[config.mk]
export PLATFORM = sky130hd
export DESIGN_NAME = down_counter_timer
export DESIGN_NICKNAME = d
export VERILOG_FILES = /design/src/rtl/timer_pkg.sv /design/src/rtl/down_counter_timer.sv
export SDC_FILE = /design/constraint.sdc
export NUM_CORES = 1
export LEC_CHECK = 0
export ABC_AREA = 1
export BUFFER_PORTS_ARGS = -buffer_cell sky130_fd_sc_hd__buf_2
export CAP_MARGIN = 20
export CORE_UTILIZATION = 46
export DETAILED_ROUTE_END_ITERATION = 16
export PLACE_DENSITY_LB_ADDON = 0.3
export SLEW_MARGIN = 20
export SYNTH_ARGS = -nofsm -noshare
export SYNTH_HDL_FRONTEND = slang
export SYNTH_SLANG_ARGS = --single-unit
[constraint.sdc]
create_clock -name clk -period 1.4 [get_ports clk]
set_clock_uncertainty 0.15 [all_clocks]
set_input_delay 0.14 -clock clk [delete_from_list [all_inputs] [get_ports clk]]
set_output_delay 0.14 -clock clk [all_outputs]
set_load 0.005 [all_outputs]
[src/rtl/timer_pkg.sv]
// -----------------------------------------------------------------------------
// timer_pkg
// Shared definitions for the loadable down-counting timer.
//   timer_state_e : sequencing states of the timer FSM (IDLE, RUN, DONE)
//   TIMER_W       : default counter width in bits
// -----------------------------------------------------------------------------
package timer_pkg;

   typedef enum logic [1:0] {
      IDLE = 2'd0,
      RUN  = 2'd1,
      DONE = 2'd2
   } timer_state_e;

   localparam int TIMER_W = 4;

endpackage : timer_pkg

[src/rtl/down_counter_timer.sv]
// -----------------------------------------------------------------------------
// down_counter_timer
// Loadable down-counting timer. A preloaded value counts toward zero while
// running; reaching zero reports expiry with a one-cycle tc pulse. A small
// FSM sequences IDLE -> RUN -> DONE with pause, restart from DONE and an
// optional auto-reload.
//
// Build option:
//   AUTO_RELOAD_EN  when defined, expiry reloads the count from the reload
//                   register and the timer keeps running (DONE never entered).
//                   When undefined, expiry parks the timer in DONE at count 0.
//
// Ports:
//   clk       in   clock, all state changes on its rising edge
//   rst       in   synchronous active-high reset, priority over everything
//   load      in   latch load_val into count and reload, return to IDLE
//   load_val  in   [W-1:0] value to load
//   start     in   begin counting (IDLE) or restart from reload (DONE)
//   pause     in   level, freezes the count while running
//   count     out  [W-1:0] current count, registered
//   busy      out  high while in RUN, registered
//   tc        out  terminal-count pulse, one cycle per expiry, registered
//   done      out  high while in DONE, registered
// -----------------------------------------------------------------------------
module down_counter_timer
   import timer_pkg::*;
#(
   parameter int W = TIMER_W
) (
   input  logic         clk,
   input  logic         rst,
   input  logic         load,
   input  logic [W-1:0] load_val,
   input  logic         start,
   input  logic         pause,
   output logic [W-1:0] count,
   output logic         busy,
   output logic         tc,
   output logic         done
);

   localparam logic [W-1:0] CNT_ZERO = {W{1'b0}};
   localparam logic [W-1:0] CNT_ONE  = {{(W-1){1'b0}}, 1'b1};

   timer_state_e state_r;
   timer_state_e state_nxt_s;

   logic [W-1:0] count_r;
   logic [W-1:0] reload_r;
   logic         tc_r;
   logic         busy_r;
   logic         done_r;

   logic [W-1:0] count_nxt_s;
   logic [W-1:0] reload_nxt_s;
   logic         tc_nxt_s;
   logic         busy_nxt_s;
   logic         done_nxt_s;
   logic         expire_s;

   // An unpaused decrement from 1 to 0 while running is the expiry edge.
   assign expire_s = (state_r == RUN) && !pause && (count_r == CNT_ONE);

   // State register.
   always_ff @(posedge clk) begin
      if (rst) begin
         state_r <= IDLE;
      end else begin
         state_r <= state_nxt_s;
      end
   end

   // Next-state logic; load overrides start and pause in every state.
   always_comb begin
      state_nxt_s = state_r;
      if (load) begin
         state_nxt_s = IDLE;
      end else begin
         case (state_r)
            IDLE: begin
               if (start && (count_r != CNT_ZERO)) begin
                  state_nxt_s = RUN;
               end else begin
                  state_nxt_s = IDLE;
               end
            end
            RUN: begin
               if (expire_s) begin
`ifdef AUTO_RELOAD_EN
                  state_nxt_s = RUN;
`else
                  state_nxt_s = DONE;
`endif
               end else if (count_r == CNT_ZERO) begin
                  // Unreachable by construction; leave RUN rather than wrap.
                  state_nxt_s = IDLE;
               end else begin
                  state_nxt_s = RUN;
               end
            end
            DONE: begin
               // A restart with an empty reload value would expire instantly.
               if (start && (reload_r != CNT_ZERO)) begin
                  state_nxt_s = RUN;
               end else begin
                  state_nxt_s = DONE;
               end
            end
            default: begin
               state_nxt_s = IDLE;
            end
         endcase
      end
   end

   // Output and datapath next values: count, reload, tc pulse, status flags.
   always_comb begin
      count_nxt_s  = count_r;
      reload_nxt_s = reload_r;
      tc_nxt_s     = 1'b0;
      busy_nxt_s   = (state_nxt_s == RUN);
      done_nxt_s   = (state_nxt_s == DONE);
      if (load) begin
         count_nxt_s  = load_val;
         reload_nxt_s = load_val;
      end else begin
         case (state_r)
            IDLE: begin
               count_nxt_s = count_r;
            end
            RUN: begin
               if (expire_s) begin
                  tc_nxt_s = 1'b1;
`ifdef AUTO_RELOAD_EN
                  // Reload on the expiry edge itself so tc repeats every
                  // reload-value cycles.
                  count_nxt_s = reload_r;
`else
                  count_nxt_s = CNT_ZERO;
`endif
               end else if (!pause && (count_r != CNT_ZERO)) begin
                  count_nxt_s = count_r - CNT_ONE;
               end else begin
                  count_nxt_s = count_r;
               end
            end
            DONE: begin
               if (start && (reload_r != CNT_ZERO)) begin
                  count_nxt_s = reload_r;
               end else begin
                  count_nxt_s = count_r;
               end
            end
            default: begin
               count_nxt_s = count_r;
            end
         endcase
      end
   end

   // Datapath and output registers.
   always_ff @(posedge clk) begin
      if (rst) begin
         count_r  <= CNT_ZERO;
         reload_r <= CNT_ZERO;
         tc_r     <= 1'b0;
         busy_r   <= 1'b0;
         done_r   <= 1'b0;
      end else begin
         count_r  <= count_nxt_s;
         reload_r <= reload_nxt_s;
         tc_r     <= tc_nxt_s;
         busy_r   <= busy_nxt_s;
         done_r   <= done_nxt_s;
      end
   end

   assign count = count_r;
   assign busy  = busy_r;
   assign tc    = tc_r;
   assign done  = done_r;

endmodule : down_counter_timer
**After elaboration in Yosys (flattened, before gate mapping)**

Cells that the tools add are included.

- Flip-flop bits (word level): 13
- Output and inout bits: 7
- Word-level logic and storage cells: 40

- $add $sub $neg: 1
- Eq/ne operators: 7
- Muxes and demuxes: 12
- Bitwise gates (word level): 1
- Reductions and logical operators: 13

Operator list:

| cell | number |
|---|---|
| 2-to-1 mux 4 bit | 4 |
| one-hot mux 4 bit (2 select lines) | 1 |
| nonzero test 4 bit | 2 |
| 2-to-1 mux 2 bit | 3 |
| one-hot mux 2 bit (3 select lines) | 1 |
| logical AND 1 bit | 5 |
| == test 2 x 1 -> 1 bit (second input constant) | 2 |
| == test 2 bit (second input constant) | 2 |
| == test 4 x 1 -> 1 bit (second input constant) | 1 |
| zero test 4 bit | 1 |
| inequality test 4 x 3 -> 1 bit (second input constant) | 1 |
| subtractor 4 x 1 -> 4 bit (second input constant) | 1 |
| 2-to-1 mux 1 bit | 3 |
| inequality test 3 bit (second input constant) | 1 |
| AND reduction 3 bit | 1 |
| nonzero test 3 bit | 1 |
| OR reduction 3 bit | 1 |
| zero test 2 bit | 1 |
| zero test 1 bit | 1 |
| inverter 1 bit | 1 |

**Logic depth before layout (Yosys ltp)**

- Depth in word-level cells: 7
- Mapped depth: 10
- Gate-level depth less buffers: 10

**Least setup slack after synthesis**

OpenSTA, ideal clock, no wires.

- Kind: reg2reg
- Start: register count_r[0], in the netlist count[0]
- End: register count_r[3], in the netlist count[3]
- Setup time: 0.111 ns
- Data arrival time: 1.125 ns
- Required time: 1.139 ns
- Path slack: 0.014 ns
- Stages on the path, launching flop included: 10
- Buffers on the path: 0
- Period minus slack after synthesis: 1.386 ns
- Path through: dfxtp_1 inv_1 ha_1 nand3_1 nand2_1 nand2_4 nor2_8 nand2_1 nand2_1 nor2_1

- Word-level cells in the longest chain between the ends: 5
- Elaborated cells between the ends (all ways): 11
- Classes of those cells: 1 x add/sub; 2 x eq/ne; 4 x mux; 4 x reduce/logical

Ends and longest elaborated chain:

| item | line | text |
|---|---|---|
| from (decl) | down_counter_timer.sv:48 | `logic [W-1:0] count_r;` |
| from (signal assigned) | down_counter_timer.sv:170 | `count_r <= count_nxt_s;` |
| subtractor 4 x 1 -> 4 bit or == test 4 x 1 -> 1 bit (tied branches) | down_counter_timer.sv:142, down_counter_timer.sv:62 |  |
| 2-to-1 mux 4 bit or logical AND 1 bit (tied branches) | down_counter_timer.sv:141, down_counter_timer.sv:62 |  |
| 2-to-1 mux 4 bit | down_counter_timer.sv:132 | `if (expire_s) begin` |
| one-hot mux 4 bit (2 select lines) | down_counter_timer.sv:127 | `case (state_r)` |
| 2-to-1 mux 4 bit | down_counter_timer.sv:123 | `if (load) begin` |

Parallel ways exist; a longest one is shown, timed or not. The select of a mux whose other input is x is not followed.
A chain may end at the register's enable or synchronous reset.

**Worst setup path in the final report**

- Start: register count_r[1], in the netlist count[1]
- End: register count_r[3], in the netlist count[3]

The elaborated chain is that of the path after synthesis.

==> reports/qor.csv <==
metric;value;unit
first_global_vias;742;
power_density;881.4;nW/µm²
startpoint;count[1];
drt_wl_total;1766;µm
cp.required;1.44;ns
clock-sinks;13;
worstMarginPinSlew;0.3203;ns
synth.top_cell.area_share;35.49;%
yosysUniqueCellTypes;19;
dieArea;1758;µm²
dp_hpwl;1228;µm
ys_seq_elements;13;
grt_max_degree;10;
final_util;67.48;%
min_from;start;
yosysTopAreaCell;dfxtp_1;
min_to;state_r[1];
insertion_delay;0.29;ns
ys_top_cells_by_area;dfxtp_1 35%, nand2_1 15%, nor2_1 8.2%, a21oi_1 6.8%, nand2_4 6.1%;
synth.cells.most_frequent;30 x nand2_1, 16 x nor2_1, 13 x dfxtp_1, 10 x a21oi_1;
wl_per_cell;11.62;µm
power_switching;0.2765;mW
netlist_area;733.2;µm²
finalSetupViolCount;3;
hp-class;in2reg;
initial_utilization;49.24;%
detail-route-antenna-nets;0;
io_pins;16;
cts_tree;yes;
clock_path_buffers;2;
grt_antenna_before_repair;0;
netSwitchingFraction;31.22;%
cp-end-kind;flip-flop;
status;finished, violations left;
ir_drop;0.0006271;V
cp-start-kind;flip-flop;
crit_type;reg2reg;
pwr-share-clk;27.5;%
route.detailed.drc;0;
setup_slack;-0.03566;ns
layout.nets;148;
io_buffer_count;15;
grt_pass1_wl;2953;µm
min_path_cells;4;
slew_headroom;78.55;%
fin_crit;1.436;ns
root_buffer;clkbuf_4;
cp_max_fo;8;
crit_arrival;1.48;ns
globalRoute.totalOverflow;0;
fillerInstances;102;
die_x;41.93;µm
core_area;1489;µm²
drtIter0Drc;14;
drt-pass1-iter-count;4;
areaGrowthSynthToFinish;37.03;%
reg2regPathDepth;10;
drv_slew;0;
h-tree-depth;1;
fmax;696.5;MHz
drive_gt1_share;38.97;%
r2r_slack;-0.04;ns
synth_most_common_cell;nand2_1;
cap_violations;0;
core.rowCount;14;
rr_endpoint;count[3];
diodes;0;
async_flop_share;0;%
path_clk_slew;0.09;ns
timing.rr.start;count[1];
dieHeight;41.93;µm
routabilityCongestion;0.7583;
cts_made_buffers;3;
internal-power;0.6091;mW
power.total;0.8856;mW
seqPwrFrac;46.2;%
synthFlopType;dfxtp_1;
grt_util_all_layers;22.46;%
synth_area_per_cell;6.983;µm²
netlist_instances;105;
timing.final.hold_violations;0;
fin_setup_tns;-0.05869;ns
synth_edf_count;0;
fin_crit_sh;102.5;%
yosysWarnings;0;
vias_per_cell;5.079;
synth_nets;116;
rsz0062_at_grt;yes;
yosysSeqAreaShare;35.49;%
p_leak;0.4839;nW
violations;negative setup slack;
p_comb_share;26.3;%
dpl_worst_slack;-0.05566;ns
vias;772;
cell type report:
cell class                 count  area (µm²)  share of cell area, %
clock buffer                   4       26.28                  2.615
sequential                    13       262.8                  26.15
tap                           16       20.02                  1.993
inverter                      12       50.05                  4.981
timing repair buffer          27       177.7                  17.68
multi-input combinational     80       467.9                  46.58
flip-flops by register name (all words and copies together), names as in the netlist:
| name | cells |
|---|---|
| reload_r | 4 |
| busy | 1 |
| tc | 1 |
| count | 4 |
| done | 1 |
| state_r | 2 |
worst max path at each step:
stage,to
detailed placement,count[3]
global placement,count[0]
global route,count[3]
finish,count[3]
floorplan,count[3]
CTS,count[3]
worst max-delay path, cell delays in order, from the launching register on:
cell     delay, ns
dfxtp_2       0.37
inv_4         0.06
ha_4          0.16
inv_2         0.05
nor2_2        0.04
nand2_4       0.09
nand2_4       0.07
nor2_8        0.17
nand2_2       0.07
nand2_1       0.07
nor2_1        0.05
power groups by stage:
stage	Clock [mW]	Combinational (mW)	Sequential, mW
2_1_floorplan	0	0.121	0.414
3_3_place_gp	0	0.191	0.413
3_5_place_dp	0	0.193	0.413
4_1_cts	0.240	0.217	0.409
5_1_grt	0.259	0.260	0.412
6_report	0.244	0.232	0.409
kinds of logic after synthesis:
kind of cell	count (synthesis)	share of synthesized area, %
adders and majority gates	2	3.412
DFF	13	35.49
AOI/OAI and AO/OA	17	13.48
buffers and inverters	12	6.485
and+or+nand+nor	61	41.13
cell usage in the layout, fill, tap and decap left out, types with 2 or more instances in the layout:
master / Yosys / routed
nand3_1: 6 / 5
dfxtp_2: 0 / 2
buf_4: 0 / 7
a21oi_1: 10 / 10
nor2_1: 16 / 16
nand2_1: 30 / 25
nand2_4: 4 / 4
nand2_2: 1 / 6
dfxtp_1: 13 / 11
inv_2: 5 / 7
clkbuf_4: 0 / 3
buf_2: 0 / 15
o21ai_0: 2 / 2
inv_4: 1 / 2
o21a_1: 3 / 3
nand3_2: 1 / 2
inv_1: 6 / 3
dlygate4sd3_1: 0 / 5
ha_4: 0 / 2
routing by layer:
metal	track usage [%]	up-vias	share of wire, %
met4	14.19	0	3.7
met3	5.217	7	4.4
met2	40.00	23	50
li1	-	398	-
met1	23.31	344	42
met5	0	-	0
metrics by stage:
step                      cell area (µm²)  cells  hold slack (ns)
after global routing                 1005    152          0.06504
final                                1005    152          0.04161
after global placement              873.3    142           0.2146
after CTS                           987.2    151          0.04617
after floorplan                     733.2    105          0.05907
after detailed placement            873.3    142           0.2253
what timing repair did:
item | CTS | global route
setup endpoints to repair | 4 | 4
hold endpoints to repair | 4 | 0
gates resized for setup | 11 | 5
pin swaps | 4 | 5
buffers inserted | 0 | 1
hold buffers | 5 | 0
Power figures use the tool's default switching activity.
